==> config.mk <==
export PLATFORM = sky130hd
export DESIGN_NAME = rr_sel4_flat
export DESIGN_NICKNAME = d
export VERILOG_FILES = /design/src/rtl/rr_sel4_if.sv /design/src/rtl/rr_sel4.sv /design/src/flat_wrapper.sv
export SDC_FILE = /design/constraint.sdc
export NUM_CORES = 1
export LEC_CHECK = 0
export ABC_AREA = 1
export ABC_CLOCK_PERIOD_IN_PS = 1400
export CAP_MARGIN = 20
export CORE_MARGIN = 2
export CORE_UTILIZATION = 47
export CTS_CLUSTER_DIAMETER = 150
export DETAILED_ROUTE_END_ITERATION = 12
export GPL_TIMING_DRIVEN = 0
export PLACE_DENSITY = 0.73
export SETUP_SLACK_MARGIN = 0.3
export SLEW_MARGIN = 40
export SYNTH_ARGS = -nofsm -noshare
export SYNTH_HDL_FRONTEND = slang
export SYNTH_SLANG_ARGS = --single-unit
==> constraint.sdc <==
create_clock -name clk -period 1.4 [get_ports clk]
set_input_delay 0.21 -clock clk [delete_from_list [all_inputs] [get_ports clk]]
set_output_delay 0.21 -clock clk [all_outputs]
set_load 0.05 [all_outputs]
==> src/rtl/rr_sel4_if.sv <==
// Request/select bundle between the rr_sel4 arbiter and the consumer of the mux4 datapath.
// The master (arbiter) drives the selection; the slave supplies requests and accepts the selection.
interface rr_sel4_if;
  logic [3:0] req;
  logic       out_ready;
  logic [1:0] s;
  logic [3:0] grant;
  logic       out_valid;
  logic       timeout;

  modport master (
    input  req,
    input  out_ready,
    output s,
    output grant,
    output out_valid,
    output timeout
  );

  modport slave (
    output req,
    output out_ready,
    input  s,
    input  grant,
    input  out_valid,
    input  timeout
  );
endinterface

==> src/rtl/rr_sel4.sv <==
// Round-robin select generator for a 4:1 mux, with a valid/ready handshake on the selection
// and an optional timeout that releases a grant whose consumer never accepts it.
module rr_sel4 #(
  parameter int TIMEOUT = 16
) (
  input  logic      clk,
  input  logic      rst_n,
  rr_sel4_if.master bus
);

  typedef enum logic {
    IDLE,
    GRANT
  } state_t;

  localparam bit             TO_EN   = (TIMEOUT != 0);
  localparam int             TO_M1   = (TIMEOUT > 0) ? TIMEOUT - 1 : 0;
  localparam logic [7:0]     TO_LAST = 8'(TO_M1);

  state_t     state_q, state_d;
  logic [1:0] s_q, s_d;
  logic [3:0] grant_q, grant_d;
  logic [1:0] last_q, last_d;
  logic [7:0] wait_cnt_q, wait_cnt_d;
  logic       timeout_q, timeout_d;

  // Scan last+1, last+2, last+3, last; iterating backwards lets the nearest hit win.
  function automatic logic [1:0] rr_pick(input logic [3:0] r, input logic [1:0] l);
    logic [1:0] idx;
    logic [1:0] pick;
    pick = l;
    for (int k = 4; k >= 1; k--) begin
      idx = l + k[1:0];
      if (r[idx]) pick = idx;
    end
    return pick;
  endfunction

  always_ff @(posedge clk) begin
    if (!rst_n) begin
      state_q    <= IDLE;
      s_q        <= 2'd0;
      grant_q    <= 4'd0;
      last_q     <= 2'd3;
      wait_cnt_q <= 8'd0;
      timeout_q  <= 1'b0;
    end else begin
      state_q    <= state_d;
      s_q        <= s_d;
      grant_q    <= grant_d;
      last_q     <= last_d;
      wait_cnt_q <= wait_cnt_d;
      timeout_q  <= timeout_d;
    end
  end

  // Handshake is tested before the timeout so a simultaneous accept never reports a timeout.
  always_comb begin
    state_d    = state_q;
    s_d        = s_q;
    grant_d    = grant_q;
    last_d     = last_q;
    wait_cnt_d = wait_cnt_q;
    timeout_d  = 1'b0;

    unique case (state_q)
      IDLE: begin
        grant_d = 4'd0;
        if (bus.req != 4'd0) begin
          s_d        = rr_pick(bus.req, last_q);
          grant_d    = 4'd1 << s_d;
          wait_cnt_d = 8'd0;
          state_d    = GRANT;
        end
      end
      GRANT: begin
        if (bus.out_ready) begin
          last_d  = s_q;
          grant_d = 4'd0;
          state_d = IDLE;
        end else if (TO_EN && (wait_cnt_q == TO_LAST)) begin
          last_d    = s_q;
          grant_d   = 4'd0;
          timeout_d = 1'b1;
          state_d   = IDLE;
        end else if (wait_cnt_q != 8'hFF) begin
          wait_cnt_d = wait_cnt_q + 8'd1;
        end
      end
      default: state_d = IDLE;
    endcase
  end

  assign bus.s         = s_q;
  assign bus.grant     = grant_q;
  assign bus.out_valid = (state_q == GRANT);
  assign bus.timeout   = timeout_q;

endmodule

==> src/flat_wrapper.sv <==
// flat-port wrapper written by rule: the top's interface ports become plain ports
module rr_sel4_flat 
#(
  parameter int TIMEOUT = 16
)
  (clk, rst_n, bus_req, bus_out_ready, bus_s, bus_grant, bus_out_valid, bus_timeout);
  rr_sel4_if bus_i ();
  input  logic clk;
  input  logic rst_n;
  input wire logic [$bits(bus_i.req)-1:0] bus_req;
  input wire logic [$bits(bus_i.out_ready)-1:0] bus_out_ready;
  output wire logic [$bits(bus_i.s)-1:0] bus_s;
  output wire logic [$bits(bus_i.grant)-1:0] bus_grant;
  output wire logic [$bits(bus_i.out_valid)-1:0] bus_out_valid;
  output wire logic [$bits(bus_i.timeout)-1:0] bus_timeout;
  assign bus_i.req = bus_req;
  assign bus_i.out_ready = bus_out_ready;
  assign bus_s = bus_i.s;
  assign bus_grant = bus_i.grant;
  assign bus_out_valid = bus_i.out_valid;
  assign bus_timeout = bus_i.timeout;
  rr_sel4 #(.TIMEOUT(TIMEOUT)) u_core (.clk(clk), .rst_n(rst_n), .bus(bus_i));
endmodule
-- Word-level counts from Yosys, hierarchy flattened
Index checks and enable logic that the tools add are counted.
- bits in registers: 18
- input bits: 7
- logic and storage cells: 56
- add/sub/neg operators: 4
- magnitude comparators: 3
- equal/unequal tests: 7
- shifts and indexed selects: 1
- muxes and demuxes: 27
- bitwise operators: 2
- reductions and logical operators: 6
- operator list (operator ; number):
    $mux 8 ; 4
    $pmux 8 s2 ; 1
    $mux 2 ; 7
    $mux 4 ; 3
    $lt 2x3->1 const B ; 3
    $add 8x1->8 const B ; 1
    $eq 8x4->1 const B ; 1
    $ne 8x8->1 const B ; 1
    $pmux 4 s2 ; 1
    $mux 1 ; 7
    $bmux 1 s2 ; 3
    $ne 2x2->1 const B ; 3
    $add 2x2->2 const B ; 2
    $reduce_and 2->1 ; 2
    $reduce_and 4->1 ; 1
    $reduce_bool 4->1 ; 1
    $shl 1x2->4 const A ; 1
    $ne 3x3->1 const B ; 1
    $reduce_or 3->1 ; 1
    $add 2x1->2 const B ; 1
    $ne 2x1->1 const B ; 1
    $not 1->1 ; 2
    $pmux 1 s2 ; 1
    $reduce_bool 2->1 ; 1

-- Depth between registers and ports, before layout
- word-level depth: 11
- depth in mapped cells: 13
- gate-level depth less buffers: 13

-- Worst setup path after synthesis
No wires, ideal clock.
- kind: reg-to-reg
- start point: register u_core.state_q, in the netlist u_core.bus.out_valid
- end point: register u_core.wait_cnt_q[5]
- setup time: 0.115 ns
- data arrival time: 1.382 ns
- data required time: 1.285 ns
- path slack: -0.097 ns
- stages on the path, launching flop included: 8
- clock period less this slack: 1.497 ns
- cell sequence: dfxtp_1 > inv_2 > nand2_1 > inv_2 > nor2_8 > inv_4 > a21oi_1 > nor2_1
- cells in the longest elaborated chain, start to end: 3
- elaborated cells on any way between the ends: 7
- those cells by class: eq/ne: 4; mux: 1; bitwise: 1; reduce/logical: 1
- RTL lines (element ; line ; text):
    from (decl) ; rr_sel4.sv:20 ; state_t state_q, state_d;
    from (signal assigned) ; rr_sel4.sv:48 ; state_q <= state_d;
    $not 1->1 ; rr_sel4.sv:66 ; unique case (state_q)
    $ne 2x1->1 (no line) ; -- ;
    $reduce_and 4->1 (no line) ; -- ;
    to (signal assigned) ; rr_sel4.sv:52 ; wait_cnt_q <= wait_cnt_d;
    to (decl) ; rr_sel4.sv:24 ; logic [7:0] wait_cnt_q, wait_cnt_d;
Several ways; a longest one is shown, not always the timed one.
A chain may end at the register's enable or synchronous reset.

-- Worst setup path after layout
- start point: register u_core.wait_cnt_q[1]
- end point: register u_core.wait_cnt_q[6]
- cells in the longest elaborated chain, start to end: 5
- elaborated cells on any way between the ends: 10
- those cells by class: add/sub: 1; eq/ne: 4; mux: 4; reduce/logical: 1
- RTL lines (element ; line ; text):
    $add 8x1->8 ; rr_sel4.sv:87 ; wait_cnt_d = wait_cnt_q + 8'd1;
    $mux 8 ; rr_sel4.sv:86 ; end else if (wait_cnt_q != 8'hFF) begin
    $mux 8 ; rr_sel4.sv:81 ; end else if (TO_EN && (wait_cnt_q == TO_LAST)) begin
    $mux 8 ; rr_sel4.sv:77 ; if (bus.out_ready) begin
    $pmux 8 s2 ; rr_sel4.sv:66 ;
Several ways; a longest one is shown, not always the timed one. The select of a mux whose other input is x is not followed.

==> flow_metrics.py <==
metrics = {
    "outcome": {
        "status": "finished with violations",
        "violations": "setup timing",
    },
    "global_routing": {
        "grt_antenna_before_repair": 0,
        "grt_pass1_vias": 1032,
        "grt_max_degree": 11,
        "track_usage_pct": 22.9,
        "grt_overflow": 0,
        "grt_first_pass_wirelength_um": 4480,
    },
    "setup_path": {
        "path_cells": "ha_4 > nand2_4 > nor2_4 > nand3_4 > nand3_4 > nor2_4 > nor2_8 > o21ai_0 > nand2_1 > nor2_1",
        "endpoint_kind": "flip-flop",
        "crit_path_top_delay_cell": "dfxtp_2",
        "critPathMaxStageDelay_ns": 0.37,
        "critPathArrivalTime_ns": 1.74,
        "cp_num_buf_inv": 0,
        "worstSetupPathType": "reg -> reg",
        "cp.required_ns": 1.62,
        "path_max_fanout": 8,
        "start_kind": "flip-flop",
        "crit_family": "simple AND/OR/NAND/NOR gates",
    },
    "pwr": {
        "p_per_area_mw_per_mm2": 914,
        "ir_drop_mv": 0.913,
        "p_leak_nw": 0.673,
    },
    "cells_and_area": {
        "nets": 197,
        "diodes": 0,
        "finalInstanceArea_mm2": 0.00157,
        "area_growth_pct": 53.0,
        "final_cell_mix": "nand2_1, nand2_2, buf_4",
        "fillers": 123,
        "fin_cells": 215,
        "layout_commonest_cell": "nand2_1",
        "final_layout_size_suffix_gt1_share_pct": 48.4,
    },
    "route": {
        "drc": 0,
        "routedWlPerCell_um": 14.0,
        "met1_length_um": 1260,
        "firstDrtPassIters": 4,
        "top_layer": "met4",
        "via_count": 1165,
        "ant_nets": 0,
        "detail_route.iter0.violations": 46,
        "met2_length_um": 1420,
        "routed_wirelength_um": 3000,
        "via_per_inst": 5.42,
        "met3WireLength_um": 188,
    },
    "timing": {
        "finalMaxSlewViolations": 0,
        "finalSetupViolCount": 12,
        "fin_skew_ns": 0.00265,
        "worst_pin_slew_ns": 0.306,
        "maxSlewHeadroom_pct": 79.5,
        "hold_viol": 0,
        "setup_ws_ns": -0.121,
        "layout_worst_path_cycle_share_pct": 109,
        "min_period_ns": 1.52,
        "fmaxAchievable_mhz": 657,
        "rsz0062_at_grt": "yes",
    },
    "place": {
        "place_area_mm2": 0.00125,
        "place.port_buffers": 14,
        "place_inst": 195,
        "dp_hpwl_um": 1600,
        "place_congestion": 0.830,
    },
    "cts": {
        "ctsRootBufferMaster": "clkbuf_4",
        "clock-sinks": 18,
        "path_clk_slew_ns": 0.11,
        "clk_latency_ns": 0.31,
        "clock_path_buffers": 2,
        "tritoncts": "yes",
        "htreeDepth": 1,
        "postCtsHoldBufs": 0,
        "numCtsBuffers": 3,
    },
    "die": {
        "initial_utilization_pct": 51.2,
        "row_count": 16,
        "coreArea_mm2": 0.00200,
        "die_w_um": 50.7,
        "io-pin-count": 15,
        "die_area_mm2": 0.00257,
        "die_height_um": 50.7,
    },
    "yosys": {
        "ys_types": 24,
        "synth_area_mm2": 0.00102,
        "synth_fp_nets": 162,
        "avgSynthCellArea_um2": 6.65,
        "yosysSeqAreaShare_pct": 35.2,
        "yosys_warnings": 0,
        "ys_ff_latch": 18,
        "synth_cells": 154,
    },
    "job": {
        "drv_cap": 0,
    },
    "hold_path": {
        "min_path_type": "reg -> reg",
    },
}
[cell type report]
class | instances | area [µm²] | area share [%]
buffer | 1 | 11.3 | 0.718
multi-input combinational | 117 | 763 | 48.7
clock buffer | 4 | 36.3 | 2.31
inverter | 18 | 80.1 | 5.11
sequential | 18 | 378 | 24.1
timing repair buffer | 30 | 265 | 16.9
tap | 27 | 33.8 | 2.15
[registers in the layout (all words and copies together), names as in the netlist]
register,count
u_core.last_q,2
u_core.bus.out_valid,1
u_core.bus.grant,4
u_core.wait_cnt_q,8
u_core.bus.s,2
u_core.bus.timeout,1
[cells in the mapped netlist]
| cell | number | share of area, % |
|---|---|---|
| nand2_1 | 51 | 19 |
| dfxtp_1 | 18 | 35 |
| nor2_1 | 16 | 5.9 |
| inv_1 | 14 | 5.1 |
| nand3_1 | 13 | 6.3 |
| a21oi_1 | 11 | 5.4 |
| o21ai_0 | 6 | 2.9 |
| nor2_4 | 4 | 4.4 |
| nand3_2 | 3 | 2.9 |
| o211ai_1 | 3 | 2.2 |
| inv_2 | 2 | 0.73 |
| a21boi_1 | 1 | 0.73 |
| buf_4 | 1 | 0.73 |
| clkinv_1 | 1 | 0.37 |
| ha_1 | 1 | 1.2 |
| inv_4 | 1 | 0.61 |
| nand2_2 | 1 | 0.61 |
| nor2_8 | 1 | 2.0 |
| nor3_1 | 1 | 0.49 |
| nor4_1 | 1 | 0.61 |
| o21ai_1 | 1 | 0.49 |
| o31ai_1 | 1 | 0.73 |
| xnor2_1 | 1 | 0.85 |
| xor2_1 | 1 | 0.85 |
[path summary, 6_finish.rpt]
check	from	end	slack [ns]	depth (start not counted)
max	u_core.wait_cnt_q[1]	u_core.wait_cnt_q[6]	-0.12	10
max reg2reg	u_core.wait_cnt_q[1]	u_core.wait_cnt_q[6]	-0.12	10
min reg2reg	u_core.bus.grant[1]	u_core.bus.grant[1]	0.47	2
min	u_core.bus.grant[1]	u_core.bus.grant[1]	0.47	2
[through the flow]
step                      util (%)  hold WS [ns]  worst slack [ns]  setup TNS [ns]  power, W
after floorplan                  -         0.289          -0.00228        -0.00332  0.000841
after global placement        62.4         0.453            -0.259           -2.46  0.000941
after detailed placement      62.4         0.456            -0.258           -2.67  0.000944
after CTS                     72.1         0.473           -0.0662          -0.310   0.00135
after global routing          78.3         0.485            -0.214           -2.45   0.00149
final                         78.3         0.467            -0.121           -1.10   0.00143
[worst min-delay path, stage by stage, from the launching register on]
cell	delay (ns)
dfxtp_1	0.33
nand2_1	0.06
a21oi_1	0.05
[cell families (layout without fill, tap and decap cells)]
| group | count (synthesis) | count (layout) | share of synthesized area, % |
|---|---|---|---|
| xor gates and xnor gates | 2 | 2 | 1.71 |
| AOI/OAI and AO/OA | 23 | 23 | 12.5 |
| buffers and inverters | 19 | 53 | 7.57 |
| adders and majority gates | 1 | 1 | 1.22 |
| DFF | 18 | 18 | 35.2 |
| and+or+nand+nor | 91 | 91 | 41.9 |
[where the power goes]
| part | switching (W) | internal [W] | total (W) | leakage, nW |
|---|---|---|---|---|
| Sequential | 0.0000293 | 0.000543 | 0.000573 | 0.149 |
| Combinational | 0.000327 | 0.000188 | 0.000515 | 0.503 |
| Clock | 0.000186 | 0.000159 | 0.000345 | 0.0210 |
[repair_timing]
item                                    in CTS  in global routing
resized for setup                           82                 29
pin swaps                                   19                 16
endpoints found under the setup margin      26                 23
setup buffers                               10                  5
cloned                                       1                  0
[per-layer routing]
| metal | vias to the layer above | global-route usage [%] |
|---|---|---|
| met2 | 51 | 35.3 |
| li1 | 566 | - |
| met5 | - | 0 |
| met3 | 15 | 2.98 |
| met4 | 0 | 12.6 |
| met1 | 533 | 30.8 |
No activity file was read; power rests on OpenSTA's default activity.
==> RTL change 1, RTL diff (same settings) <==
Make the reset (`rst_n`) asynchronous in one clocked block.
--- a/src/rtl/rr_sel4.sv
+++ b/src/rtl/rr_sel4.sv
@@ -36,7 +36,7 @@
     return pick;
   endfunction
 
-  always_ff @(posedge clk) begin
+  always_ff @(posedge clk or negedge rst_n) begin
     if (!rst_n) begin
       state_q    <= IDLE;
       s_q        <= 2'd0;
Check against the original RTL: differs if rst_n is asserted again (counterexample within 4 cycles, from zero or initial values and one cycle with rst_n low); with rst_n held inactive, the same outputs for 10 cycles.
==> RTL change 1 against the original RTL <==
- the flow still finishes with violations (setup timing)
- sequential cell count stayed put
- final area grew 16%
- first-iteration DRC count fell by 33%
- area after synthesis grew 11%
- sequential share of layout area grew 0.79 points
- routed wire length is 20% higher
- worst setup slack worse by 0.11 ns
Power is not compared: it rests on default switching activity, and its combinational part moved more than twofold at a synthesized area within 25%.
==> RTL change 1: results (changes against the original RTL) <==
- Setup bufs post-CTS: 13 (+3)
- Half-perimeter wire length after detailed placement: 1830 um (+14%)
* Power of the sequential group: 0.000864 W
- The flow ran to the end, but the final reports show violations.
* Top post-synthesis cells by area: dfrtp_1, nand2_1, inv_1
* Routing usage on met1: 25.8% (-5.0 points)
* Async set or reset register ratio after synthesis: 100% (+100 points)
- The wire length of the first global-routing pass was 4880 um (+8.9%).
* Skew final: 0.00120 ns (-0.00145 ns)
- The amount of wire on met3 after detailed routing is 134 um (-29%).
- Reg2reg path depth: 11 (+1)
* Fill cell instance count of the final layout: 126 (+2.4%)
- The net count of the finished layout is 214 (+8.6%).
- The via count of the first global-routing pass came to 1198 (+16%).
* Starting DRT DRC Count: 31 (-33%)
- Slowest cell on the critical path: dfstp_2
- Routing usage on met2: 45.1% (+9.8 points)
- WL per Instance: 15.4 um (+10%)
* Worst path setup slack after routing: -0.227 ns (-0.106 ns)
* Routed length on met1: 1340 um (+5.9%)
- The fraction of layout instances using a drive strength above 1 came to 55.6% (+7.2 points).
- The minimum hold slack is 0.363 ns (-0.105 ns).
- The largest incremental delay on the critical path was 0.63 ns (+0.26 ns).
- The clock network consumes a total of between 0.0003 and 0.0004 W.
- Worst Hold Class: in -> async
* Total of endpoints with negative setup slack in the final report: 14 (+2)
- The distinct cell type count after synthesis was 26 (+8.3%).
- Adder and majority cell fraction of the synthesized area: 1.10% (-0.12 points)
- The sum of met2 wire segment lengths after detailed routing is 2000 um (+41%).
- The number of vias per cell came to 5.39 (-0.60%).
- Setup Slack @ Placement: -0.210 ns (+0.0482 ns)
* Compound-gate portion of the synthesized area: 5.60% (-6.9 points)
* Post-Synthesis Mean Instance Area: 6.91 sq um (+3.8%)
* Violated checks: setup timing
- Tot GR Track Use: 23.7% (+0.77 points)
- Post-synthesis net count: 173 (+6.8%)
- Synth Area in XOR/XNOR: 1.54% (-0.17 points)
- Worst-Skew Late Latency: 0.29 ns (-0.02 ns)
* Largest net degree at the start of global routing: 19 (+8)
* Number of flip-flops in the largest register: 8 (unchanged)
* Worst setup path endpoint: u_core.bus.grant[3]
- After synthesis, the most frequently instantiated cells are nand2_1, inv_1, dfrtp_1.
- Area after detailed placement: 1360 sq um (+8.6%)
- Sequential element share of the synthesized area: 39.7% (+4.6 points)
* Critical path data arrival time: 1.82 ns (+0.08 ns)
- R2r startpoint: u_core.last_q[0]
* Met3 track utilization from global routing: 2.54% (-0.43 points)
* Normalized max-slew margin: 73.3% (-6.2 points)
- The last weighted congestion value of the routability-driven placer was 0.851 (+2.5%).
- Final standard cell count with taps included and fillers excluded: 233 (+8.4%)
[RTL change 1: cell count changes after synthesis, moves of 5 or more]
cell,delta
dfrtp_1,+16
nand3_1,-5
nand2_2,+6
nand2_1,+21
a21oi_1,-9
dfxtp_1,-18
[RTL change 1: worst reg2reg max path: stages, from the launching register on]
cell and delay (ns):
dfstp_2 0.63, clkinv_4 0.13, nand2_4 0.10, nand2_4 0.07, nand2_4 0.08, nand2_2 0.07
inv_4 0.09, nand2_4 0.06, nor2_4 0.13, nor2_4 0.05, nand2_2 0.07, nand2_1 0.05
[RTL change 1: area by class of cell]
class                           count  area [sq um]  area share, %
Tap cell                           28          35.0           1.92
Clock buffer                        4          36.3           1.99
Inverter                           20          85.1           4.66
Multi-Input combinational cell    124           830           45.5
Timing Repair Buffer               36           342           18.7
Sequential cell                    18           454           24.9
Buffer                              3          42.5           2.33
==> RTL change 2, RTL diff (same settings) <==
Made on the original files. `TIMEOUT` is set to 16 in 2 places; all go to 8.
--- a/src/rtl/rr_sel4.sv
+++ b/src/rtl/rr_sel4.sv
@@ -1,7 +1,7 @@
 // Round-robin select generator for a 4:1 mux, with a valid/ready handshake on the selection
 // and an optional timeout that releases a grant whose consumer never accepts it.
 module rr_sel4 #(
-  parameter int TIMEOUT = 16
+  parameter int TIMEOUT = 8
 ) (
   input  logic      clk,
   input  logic      rst_n,
--- a/src/flat_wrapper.sv
+++ b/src/flat_wrapper.sv
@@ -1,7 +1,7 @@
 // flat-port wrapper written by rule: the top's interface ports become plain ports
 module rr_sel4_flat 
 #(
-  parameter int TIMEOUT = 16
+  parameter int TIMEOUT = 8
 )
   (clk, rst_n, bus_req, bus_out_ready, bus_s, bus_grant, bus_out_valid, bus_timeout);
   rr_sel4_if bus_i ();
Formal check against the unedited RTL: not equivalent (a bounded check fails within 10 cycles, from zero or initial values and one cycle with rst_n low).
==> RTL change 2 against the original RTL <==
- the flow still finishes with violations (setup timing)
- largest power group unchanged
- sequential cell count did not move
- total power fell by 5.3%
- critical endpoint is now u_core.wait_cnt_q[7]
- area after synthesis rose by 0.85%
- worst setup slack improved by 0.026 ns
- final area fell by 4.2%
- synthesized cell count did not move
- routed wire length fell by 13%
==> RTL change 2: results (changes against the original RTL) <==
- The flow ran to the end, but the final reports show violations.
- Violated checks: setup timing
- Synth Warn #: 0 (unchanged)
- The clock network latency to the later pin of the worst-skew pair came to 0.29 ns (-0.02 ns).
- The average wire per standard cell is 12.5 um (-10%).
- Setup Slack @ Placement: -0.296 ns (-0.0385 ns)
- Weighted congestion reported at the end of routability-driven placement: 0.766 (-7.7%)
- Amount of wire on met3 after detailed routing: 60 um (-68%)
- In this run the critical register-to-register path is captured at u_core.wait_cnt_q[7].
- Starting DRT DRC Count: 31 (-33%)
- The number of vias per cell was 5.19 (-4.3%).
- The post-detailed-routing wire length is 2620 um (-13%).
* Measured slew at the worst slew-check pin: 0.305 ns (-0.00116 ns)
- The net count of the finished layout came to 191 (-3.0%).
* Total of endpoints with negative setup slack in the final report: 13 (+1)
* Reg2reg path depth: 10 (unchanged)
- Number of levels the H-tree was split into: 1 (unchanged)
- The worst register-to-register path begins at u_core.wait_cnt_q[0].
- The share of synthesized area occupied by flip-flops and latches was 34.9% (-0.30 points).
* Worst path setup slack after routing: -0.0957 ns (+0.0255 ns)
* Number of flip-flops in the largest register: 8 (unchanged)
- The largest net degree at the start of global routing came to 11 (unchanged).
* Tot GR Track Use: 21.6% (-1.3 points)
* Top post-synthesis cells by area: dfxtp_1, nand2_1, nor2_1
* Half-perimeter wire length after detailed placement: 1710 um (+6.8%)
- The distinct cell type count after synthesis is 27 (+13%).
* Max FO, Critical Path: 7 (-1)
- Area after detailed placement: 1270 sq um (+2.0%)
* Vias in the first global route: 990 (-4.1%)
- Async set or reset register ratio after synthesis: 0% (unchanged)
* Largest incremental delay on the critical path: roughly 0.38 ns
- The commonest cells after synthesis are nand2_1, dfxtp_1, nor2_1.
- The sum of met2 wire segment lengths after detailed routing is 1400 um (-1.4%).
- Post-Synthesis Mean Instance Area: 6.71 sq um (+0.85%)
- Post-cts gate resize count: 61 (-26%)
* Worst min-delay path startpoint: rst_n
- The clock-pin slew reported for the worst setup and hold paths after clock tree synthesis came to 0.11 ns (about the same).
- Worst hold slack: 0.383 ns (-0.0846 ns)
* Slowest cell on the critical path: dfxtp_2
- Data arrives at the worst endpoint at 1.73 ns.
- The wire length of the first global-routing pass was 4280 um (-4.5%).
- The post-CTS setup-driven buffer insertion count was 5 (-5).
- The count of buffers inserted at the top-level ports was 14 (unchanged).
* Cell leakage power: 0.659 nW (-2.1%)
- The final clock skew came to 0.00687 ns (+0.00422 ns).
* Routed length on met1: 1150 um (-9.2%)
- In this run the worst hold path is classified as in -> reg.
* Number of buffers on the longest clock path: 2 (unchanged)
- The number of buffers inserted during clock tree synthesis is 3 (unchanged).
* Worst vdd ir: 0.658 mV (-28%)
* Hold path endpoint: u_core.last_q[1]
* Fraction of layout cells with a size suffix above 1: 41.8% (-6.6 points)
- The final total negative setup slack came to -0.689 ns (+0.406 ns).
- Among cell families on the critical path, the largest total delay comes from simple AND/OR/NAND/NOR gates.
-- RTL change 2: cell types whose count changed after synthesis, moves of 2 or more --
cell     change
a21oi_1      -2
xor2_1       +3
nor3_1       +2
nand3_1      -5
nand3_2      -2
a21oi_2      +6
nor2_1       -2
nor2_4       -4
nand2_2      +3
-- RTL change 2: worst max-delay path by stage --
stage / startpoint / to / slack [ns] / cells after the start
after floorplan: u_core.wait_cnt_q[1] / u_core.wait_cnt_q[1] / 0.07 / 9
after global placement: bus_req[3] / u_core.bus.grant[3] / -0.29 / 11
after detailed placement: bus_req[3] / u_core.bus.grant[3] / -0.30 / 11
after CTS: u_core.wait_cnt_q[0] / u_core.wait_cnt_q[1] / -0.06 / 9
after global routing: u_core.wait_cnt_q[0] / u_core.wait_cnt_q[7] / -0.17 / 10
final: u_core.wait_cnt_q[0] / u_core.wait_cnt_q[7] / -0.1 / 10
-- RTL change 2: per-layer routing --
metal | global-route usage [%] | vias to the layer above
li1 | - | 556
met1 | 25.0 | 510
met2 | 41.7 | 16
met3 | 1.75 | 2
met4 | 6.76 | 0
met5 | 0 | -
-- RTL change 2: final cells by class --
cell class / instances / area [sq um]
timing repair buffer: 24 / 215
clock buffer: 4 / 36.3
sequential: 18 / 377
inverter: 15 / 67.6
multi-input combinational: 119 / 756
fill: 157 / 520
tap: 27 / 33.8
buffer: 2 / 16.3
-- RTL change 2: cells by family after synthesis --
logic type / share of synthesized area (%)
AND/OR/NAND/NOR: 37.4
flip-flops: 34.9
buffers and inverters: 7.14
adder cells (fa/ha/maj): 1.21
AO/OA/AOI/OAI: 15.1
XOR/XNOR: 4.24
-- RTL change 2: report_power, final --
part | switching (W) | internal (W)
sequential | 0.0000281 | 0.000546
combinational | 0.000297 | 0.000167
clock | 0.000161 | 0.000158
